<file path="src/rtl/ft_tx_scheduler_if.sv">
// FT245 bridge TX word port: 16-bit data, byte enables, valid, and FIFO-full backpressure.
interface ft_tx_scheduler_if;
  logic [15:0] ui_din;
  logic [1:0]  ui_din_be;
  logic        ui_din_valid;
  logic        ui_din_full;

  modport master (
    output ui_din,
    output ui_din_be,
    output ui_din_valid,
    input  ui_din_full
  );

  modport slave (
    input  ui_din,
    input  ui_din_be,
    input  ui_din_valid,
    output ui_din_full
  );
endinterface

</file>
<file path="src/rtl/ft_tx_scheduler.sv">
// Frames telemetry packets and periodic link-status snapshots onto the FT245 TX word port.
// Optional trailing checksum word per frame when FT_TX_SCHED_CHECKSUM_EN is defined.
module ft_tx_scheduler #(
  parameter logic [31:0] STATUS_PERIOD = 32'd12_800_000,
  parameter logic [15:0] TLM_HEADER    = 16'hA501,
  parameter logic [15:0] STS_HEADER    = 16'hA502
) (
  input  logic                     clk_128M,
  input  logic                     rst_128M,
  input  logic [87:0]              packet_data,
  input  logic                     packet_valid,
  input  logic [31:0]              total_packets,
  input  logic [31:0]              mismatch_packets,
  ft_tx_scheduler_if.master        tx,
  output logic [15:0]              drop_count,
  output logic                     busy
);

`ifdef FT_TX_SCHED_CHECKSUM_EN
  typedef enum logic [1:0] {StIdle, StSendTlm, StSendSts, StSendCsum} state_e;
`else
  typedef enum logic [1:0] {StIdle, StSendTlm, StSendSts} state_e;
`endif

  state_e      state_q, state_d;
  logic [2:0]  idx_q, idx_d;
  logic [87:0] frame_q, frame_d;
  logic        ftype_q, ftype_d;     // 0: telemetry, 1: status
  logic        rr_q, rr_d;           // type of the most recent grant
  logic        buf_full_q, buf_full_d;
  logic [87:0] buf_q, buf_d;
  logic        sts_pend_q, sts_pend_d;
  logic [31:0] period_q, period_d;
  logic [15:0] drop_q, drop_d;
  logic [15:0] dout_q, dout_d;
  logic        dvalid_q, dvalid_d;
`ifdef FT_TX_SCHED_CHECKSUM_EN
  logic [15:0] csum_q, csum_d;
`endif

  logic        load_ok;
  logic        pick_sts;
  logic        grant_tlm;
  logic        grant_sts;
  logic        emit;
  logic [15:0] emit_word;
  logic [15:0] cur_word;
  logic [2:0]  last_idx;
  logic        timer_tc;

  assign load_ok  = !dvalid_q || !tx.ui_din_full;
  assign pick_sts = sts_pend_q && (!buf_full_q || !rr_q);
  assign last_idx = ftype_q ? 3'd5 : 3'd6;
  assign timer_tc = (STATUS_PERIOD != 32'd0) && (period_q == STATUS_PERIOD - 32'd1);

  // Status frames reuse the telemetry word slicing: frame_q = {8'h00, drop, mis, tot}.
  always_comb begin
    cur_word = 16'h0000;
    case (idx_q)
      3'd0:    cur_word = ftype_q ? STS_HEADER : TLM_HEADER;
      3'd1:    cur_word = frame_q[15:0];
      3'd2:    cur_word = frame_q[31:16];
      3'd3:    cur_word = frame_q[47:32];
      3'd4:    cur_word = frame_q[63:48];
      3'd5:    cur_word = frame_q[79:64];
      default: cur_word = {8'h00, frame_q[87:80]};
    endcase
  end

  always_comb begin
    state_d   = state_q;
    idx_d     = idx_q;
    frame_d   = frame_q;
    ftype_d   = ftype_q;
    rr_d      = rr_q;
    grant_tlm = 1'b0;
    grant_sts = 1'b0;
    emit      = 1'b0;
    emit_word = 16'h0000;
`ifdef FT_TX_SCHED_CHECKSUM_EN
    csum_d    = csum_q;
`endif
    unique case (state_q)
      StIdle: begin
        if (buf_full_q || sts_pend_q) begin
          ftype_d   = pick_sts;
          rr_d      = pick_sts;
          grant_sts = pick_sts;
          grant_tlm = !pick_sts;
          frame_d   = pick_sts ? {8'h00, drop_q, mismatch_packets, total_packets} : buf_q;
          state_d   = pick_sts ? StSendSts : StSendTlm;
          // Loading the header on the grant cycle keeps frames back-to-back.
          if (load_ok) begin
            emit      = 1'b1;
            emit_word = pick_sts ? STS_HEADER : TLM_HEADER;
            idx_d     = 3'd1;
`ifdef FT_TX_SCHED_CHECKSUM_EN
            csum_d    = emit_word;
`endif
          end else begin
            idx_d     = 3'd0;
`ifdef FT_TX_SCHED_CHECKSUM_EN
            csum_d    = 16'h0000;
`endif
          end
        end
      end
      StSendTlm, StSendSts: begin
        if (load_ok) begin
          emit      = 1'b1;
          emit_word = cur_word;
`ifdef FT_TX_SCHED_CHECKSUM_EN
          csum_d    = csum_q + cur_word;
`endif
          if (idx_q == last_idx) begin
`ifdef FT_TX_SCHED_CHECKSUM_EN
            state_d = StSendCsum;
`else
            state_d = StIdle;
`endif
          end else begin
            idx_d = idx_q + 3'd1;
          end
        end
      end
`ifdef FT_TX_SCHED_CHECKSUM_EN
      StSendCsum: begin
        if (load_ok) begin
          emit      = 1'b1;
          emit_word = csum_q;
          state_d   = StIdle;
        end
      end
`endif
      default: state_d = StIdle;
    endcase
  end

  // Input buffer, drop counter and status timer.
  always_comb begin
    buf_full_d = buf_full_q;
    buf_d      = buf_q;
    drop_d     = drop_q;
    if (packet_valid && (!buf_full_q || grant_tlm)) begin
      buf_full_d = 1'b1;
      buf_d      = packet_data;
    end else if (grant_tlm) begin
      buf_full_d = 1'b0;
    end
    if (packet_valid && buf_full_q && !grant_tlm && (drop_q != 16'hFFFF)) begin
      drop_d = drop_q + 16'd1;
    end

    sts_pend_d = (sts_pend_q && !grant_sts) || timer_tc;
    if (STATUS_PERIOD == 32'd0 || timer_tc) begin
      period_d = 32'd0;
    end else begin
      period_d = period_q + 32'd1;
    end

    dout_d   = dout_q;
    dvalid_d = dvalid_q;
    if (load_ok) begin
      dvalid_d = emit;
      if (emit) begin
        dout_d = emit_word;
      end
    end
  end

  always_ff @(posedge clk_128M) begin
    if (rst_128M) begin
      state_q    <= StIdle;
      idx_q      <= 3'd0;
      frame_q    <= '0;
      ftype_q    <= 1'b0;
      rr_q       <= 1'b0;
      buf_full_q <= 1'b0;
      buf_q      <= '0;
      sts_pend_q <= 1'b0;
      period_q   <= 32'd0;
      drop_q     <= 16'h0000;
      dout_q     <= 16'h0000;
      dvalid_q   <= 1'b0;
`ifdef FT_TX_SCHED_CHECKSUM_EN
      csum_q     <= 16'h0000;
`endif
    end else begin
      state_q    <= state_d;
      idx_q      <= idx_d;
      frame_q    <= frame_d;
      ftype_q    <= ftype_d;
      rr_q       <= rr_d;
      buf_full_q <= buf_full_d;
      buf_q      <= buf_d;
      sts_pend_q <= sts_pend_d;
      period_q   <= period_d;
      drop_q     <= drop_d;
      dout_q     <= dout_d;
      dvalid_q   <= dvalid_d;
`ifdef FT_TX_SCHED_CHECKSUM_EN
      csum_q     <= csum_d;
`endif
    end
  end

  assign tx.ui_din       = dout_q;
  assign tx.ui_din_be    = 2'b11;
  assign tx.ui_din_valid = dvalid_q;
  assign drop_count      = drop_q;
  assign busy            = (state_q != StIdle);

endmodule
</file>
<file path="src/flat_wrapper.sv">
// flat-port wrapper written by rule: the top's interface ports become plain ports
module ft_tx_scheduler_flat 
#(
  parameter logic [31:0] STATUS_PERIOD = 32'd12_800_000,
  parameter logic [15:0] TLM_HEADER    = 16'hA501,
  parameter logic [15:0] STS_HEADER    = 16'hA502
)
  (clk_128M, rst_128M, packet_data, packet_valid, total_packets, mismatch_packets, drop_count, busy, tx_ui_din, tx_ui_din_be, tx_ui_din_valid, tx_ui_din_full);
  ft_tx_scheduler_if tx_i ();
  input  logic clk_128M;
  input  logic rst_128M;
  input  logic [87:0] packet_data;
  input  logic packet_valid;
  input  logic [31:0] total_packets;
  input  logic [31:0] mismatch_packets;
  output logic [15:0] drop_count;
  output logic busy;
  output wire logic [$bits(tx_i.ui_din)-1:0] tx_ui_din;
  output wire logic [$bits(tx_i.ui_din_be)-1:0] tx_ui_din_be;
  output wire logic [$bits(tx_i.ui_din_valid)-1:0] tx_ui_din_valid;
  input wire logic [$bits(tx_i.ui_din_full)-1:0] tx_ui_din_full;
  assign tx_ui_din = tx_i.ui_din;
  assign tx_ui_din_be = tx_i.ui_din_be;
  assign tx_ui_din_valid = tx_i.ui_din_valid;
  assign tx_i.ui_din_full = tx_ui_din_full;
  ft_tx_scheduler #(.STATUS_PERIOD(STATUS_PERIOD), .TLM_HEADER(TLM_HEADER), .STS_HEADER(STS_HEADER)) u_core (.clk_128M(clk_128M), .rst_128M(rst_128M), .packet_data(packet_data), .packet_valid(packet_valid), .total_packets(total_packets), .mismatch_packets(mismatch_packets), .tx(tx_i), .drop_count(drop_count), .busy(busy));
endmodule
</file>
<file path="config.mk">
export PLATFORM = sky130hd
export DESIGN_NAME = ft_tx_scheduler_flat
export DESIGN_NICKNAME = d
export VERILOG_FILES = /design/src/rtl/ft_tx_scheduler_if.sv /design/src/rtl/ft_tx_scheduler.sv /design/src/flat_wrapper.sv
export SDC_FILE = /design/constraint.sdc
export NUM_CORES = 1
export LEC_CHECK = 0
export BUFFER_PORTS_ARGS = -buffer_cell sky130_fd_sc_hd__buf_2
export CAP_MARGIN = 0
export CORE_MARGIN = 2
export CORE_UTILIZATION = 63
export CTS_BUF_LIST = sky130_fd_sc_hd__clkbuf_8
export DETAILED_ROUTE_END_ITERATION = 10
export GPL_TIMING_DRIVEN = 0
export PLACE_DENSITY = 0.86
export SLEW_MARGIN = 20
export SYNTH_ARGS = -nofsm -noshare
export SYNTH_HDL_FRONTEND = slang
export SYNTH_SLANG_ARGS = --single-unit
export TNS_END_PERCENT = 1
</file>
<file path="constraint.sdc">
create_clock -name clk_128M -period 5 [get_ports clk_128M]
set_input_delay 0.75 -clock clk_128M [delete_from_list [all_inputs] [get_ports clk_128M]]
set_output_delay 0.75 -clock clk_128M [all_outputs]
set_load 0.02 [all_outputs]
</file>
==> flow_results.org <==
** Final layout
- In the final layout, the share of cells above drive strength 1 is 0.1845.
- Final std cell area, no fill :: 0.01331 mm2
- 0 antenna diodes ended up in the layout.
- Synth-to-Final Area Change :: 18.55%
- Final #Nets :: 1,695

** Critical path
- The critical path starts at u_core.idx_q[2].
- Largest incremental delay on the critical path :: 650 ps
- STA puts the critical path data required time at approximately 5500 ps.
- Together, buffers and inverters on the worst path number 4.
- Number of cells on the worst reg-to-reg path :: 9
- Data arrives at the worst endpoint at 3820 ps.
- The critical path is of the reg -> reg type.
- The worst setup path is captured at a flip-flop.
- Setup slack of the most critical reg-to-reg path :: 1650 ps
- Series of cell instances along the critical path :: clkbuf_1 -> clkinv_1 -> ha_1 -> clkbuf_1 -> nor3_1 -> and2_1 -> clkbuf_1 -> o211ai_1 -> a21oi_1
- Top delay family on crit path :: buffers and inverters
- The worst register-to-register path begins at u_core.idx_q[2].
- Startpoint class of the critical path :: flip-flop
- Highest net fanout along the worst path :: 10
- The endpoint identified for the worst register-to-register timing path is u_core.tx.ui_din[3].
- In this design, the critical path's most frequently occurring cell is sky130_fd_sc_hd__clkbuf_1.
- Critical-path top delay cell :: sky130_fd_sc_hd__nor3_1

** CTS
- Hold repair after CTS inserted 0 buffers.
- In this run, CTS created clock tree buffers numbering 41.
- Setup repair bufs after CTS :: 0
- Clock Tree Buf Depth :: 3
- Clock-pin slew was measured on the worst setup and hold paths at 70 ps.
- CTS tree :: yes
- Later-pin clock latency in the skew report :: 560 ps
- Once the clock tree was built, the resizer swapped 0 gates to a different size.
- Clock Root Buffer :: sky130_fd_sc_hd__clkbuf_8
- Clk sinks :: 249
- The H-tree was split into 2 levels.

** Routing
- Drt first-iter violations :: ~1,100
- For this run, the detailed router's first-pass iteration total came to 6.
- Using the TritonRoute via totals, the vias-per-cell ratio works out to 6.276.
- Post-DR wirelength/cell :: 18.91 um
- Antenna Violating Nets Remaining :: 0
- After detailed routing, the number of remaining DRC violations is 0.
- The final route contains 11,210 vias.
- For this block, the routed nets add up to 33,780 um of wire.

** Yosys
- The share of synthesized area in the top cell type comes to 0.4439.
- Counting flops with an async set or reset pin after synthesis yields a share of 0.
- The netlist uses 65 different library cells.
- Mean instance size in the synthesized netlist :: 8.646 um2
- Counting flops with a built-in enable in the synthesized netlist gives 0.
- The mapped netlist covers 0.01123 mm2.
- After synthesis the netlist holds a flip-flop and latch count of 249.
- The most used flip-flop cell after synthesis is sky130_fd_sc_hd__dfxtp_1.
- The share of the Yosys chip area taken by registers is 0.4439.
- Top cells by area in the synthesized netlist :: sky130_fd_sc_hd__dfxtp_1 44%, sky130_fd_sc_hd__mux2i_1 7.2%, sky130_fd_sc_hd__a21oi_1 6.1%
- Instance count of the mapped netlist :: 1,299
- The Yosys step of the flow raised 0 warnings.
- Of all cell types, the one taking the most synthesized area is sky130_fd_sc_hd__dfxtp_1.

** Global route
- The via count of the first global-routing pass is 10,330.
- Residual overflow from global routing :: 0
- Entering global routing, the biggest net connects 11 pins.
- Global-route usage over all layers :: 0.3528
- The first global-routing pass estimated 52,210 um of wire.
- Antenna violations before repair :: 0

** Placement
- The wire-length estimate of the detail-placed layout is 24,250 um.
- Last weighted congestion value of the routability-driven placer :: 1.011
- PortBufs :: 187
- Cell Area, Placed :: about 0.012 mm2

** Die
- Chip Height :: about 140 um
- In this run the core area contains 48 standard-cell rows.
- Pin placement for this block handled 192 I/O pins.
- X dimension of the die :: 137.5 um
- Die outline area :: 0.01891 mm2
- The core region is 0.01736 mm2.
- Starting utilization of the core area :: 0.6471

** Min path
- Worst hold path startpoint :: packet_data[43]
- For hold timing, the worst endpoint is u_core.buf_q[43].
- Min-delay worst type :: in -> reg
- Worst hold path stage count :: 3

** Timing
- Worst Max-Slew Pin Slew :: 794.8 ps
- RSZ-0062 raised after global routing :: no
- Final period util :: 0.6694
- Setup total negative slack on the finished layout was measured at 0 ps.
- Hold Worst Slack :: 438.7 ps
- Final Max Tran Viols :: 0
- Final setup fails :: 0
- Subtracting the final worst setup slack from the clock period gives 3347 ps.
- Measured against its own limit, the worst slew margin works out to 0.4701.
- Derived from the worst setup path, the maximum achievable clock frequency is 298.8 MHz.
- Count of final hold-check violations :: 0
- On the final layout, the worst clock skew is 18.34 ps.

** Outcome
- Result of the run :: completed

** Power and ir drop
- Summed over all cells, the static leakage comes to 4.733 nW.
- Max VDD drop :: 274.2 uV
- For this design the ratio of total power to cell area is around 340 mW/mm2.
- Design Power :: 4.583 mW

** Job
- Max cap viols :: 0
-- synthesized netlist by cell type (18+ instances only) --
master	n
sky130_fd_sc_hd__nand2_1	39
sky130_fd_sc_hd__clkbuf_1	91
sky130_fd_sc_hd__o21ai_0	105
sky130_fd_sc_hd__nand4_1	20
sky130_fd_sc_hd__buf_2	20
sky130_fd_sc_hd__or4_1	18
sky130_fd_sc_hd__mux2i_1	81
sky130_fd_sc_hd__dfxtp_1	249
sky130_fd_sc_hd__nand3_1	110
sky130_fd_sc_hd__a21oi_1	137
sky130_fd_sc_hd__nand3b_1	18
sky130_fd_sc_hd__nor2_1	113
sky130_fd_sc_hd__a22oi_1	19
sky130_fd_sc_hd__a211oi_1	80
-- per-stage QoR --
step	instances	utilization	worst slack [ps]
after floorplan	1300	-	2525
after global placement	1712	0.7174	1842
after detailed placement	1712	0.7176	1809
after CTS	1786	0.7671	1793
after global routing	1786	0.7671	1413
final	1786	0.7671	1653
-- final cells by class --
class	count	area [um2]
sequential	249	4985
clock inverter	24	170.2
buffer	124	509.2
clock buffer	50	688.2
multi-input combinational	911	5684
tap	225	281.5
fill	1275	4043
inverter	16	60.06
timing repair buffer	187	935.9
-- logic make-up after synthesis --
| family | Yosys count | synth area share |
|---|---|---|
| xor gates and xnor gates | 12 | 0.009358 |
| adders and majority gates | 9 | 0.01003 |
| buffers and inverters | 140 | 0.05069 |
| DFF | 249 | 0.4439 |
| muxes | 86 | 0.07721 |
| AOI/OAI and AO/OA | 429 | 0.2391 |
| and+or+nand+nor | 373 | 0.1695 |
| other | 1 | 0.0003339 |
-- layout by cell type (no fill, tap or decap), types with 22 or more instances in the layout --
cell type | synthesis | routed
sky130_fd_sc_hd__buf_2 | 20 | 207
sky130_fd_sc_hd__dfxtp_1 | 249 | 249
sky130_fd_sc_hd__nand2_1 | 39 | 39
sky130_fd_sc_hd__clkbuf_1 | 91 | 91
sky130_fd_sc_hd__o21ai_0 | 105 | 105
sky130_fd_sc_hd__nor2_1 | 113 | 113
sky130_fd_sc_hd__clkbuf_8 | 0 | 50
sky130_fd_sc_hd__inv_1 | 14 | 22
sky130_fd_sc_hd__a21oi_1 | 137 | 137
sky130_fd_sc_hd__mux2i_1 | 81 | 81
sky130_fd_sc_hd__nand3_1 | 110 | 110
sky130_fd_sc_hd__a211oi_1 | 80 | 80
-- per-layer routing --
layer,up-vias,wire (um),track usage
met5,-,0,0
met4,0,1499,0.1621
met3,117,3089,0.06990
met2,570,15550,0.5669
met1,5200,13650,0.4584
li1,5322,-,-
-- sequential cells by signal, summed over array words and instances (netlist names) --
signal	count
u_core.tx.ui_din_valid	1
u_core.buf_q	88
u_core.drop_count	16
u_core.buf_full_q	1
u_core.state_q	2
u_core.period_q	32
u_core.tx.ui_din	16
u_core.frame_q	88
u_core.ftype_q	1
u_core.idx_q	3
u_core.sts_pend_q	1
-- power breakdown --
part / total [mW] / internal (mW) / switching [mW]
clock network: 1.86 / 1.02 / 0.846
logic: 0.530 / 0.196 / 0.334
registers: 2.19 / 2.11 / 0.0837
total: 4.58 / 3.32 / 1.26
-- how the worst max path moves through the flow --
| stage | to | slack (ps) | cells after the start |
|---|---|---|---|
| 5_1_grt | u_core.tx.ui_din[3] | 1410 | 9 |
| 3_5_place_dp | u_core.tx.ui_din[3] | 1810 | 9 |
| 3_3_place_gp | u_core.tx.ui_din[7] | 1840 | 9 |
| 6_report | u_core.tx.ui_din[3] | 1650 | 9 |
| 2_1_floorplan | u_core.tx.ui_din[2] | 2530 | 9 |
| 4_1_cts | u_core.tx.ui_din[3] | 1790 | 9 |
-- worst register-to-register path, cell delays in order, from the launching register on --
cell and delay [ps]:
sky130_fd_sc_hd__dfxtp_1 370, sky130_fd_sc_hd__clkbuf_1 440, sky130_fd_sc_hd__clkinv_1 420, sky130_fd_sc_hd__ha_1 310, sky130_fd_sc_hd__clkbuf_1 230, sky130_fd_sc_hd__nor3_1 650, sky130_fd_sc_hd__and2_1 220, sky130_fd_sc_hd__clkbuf_1 290
sky130_fd_sc_hd__o211ai_1 170, sky130_fd_sc_hd__a21oi_1 170
No activity file was read; power rests on OpenSTA's default activity.
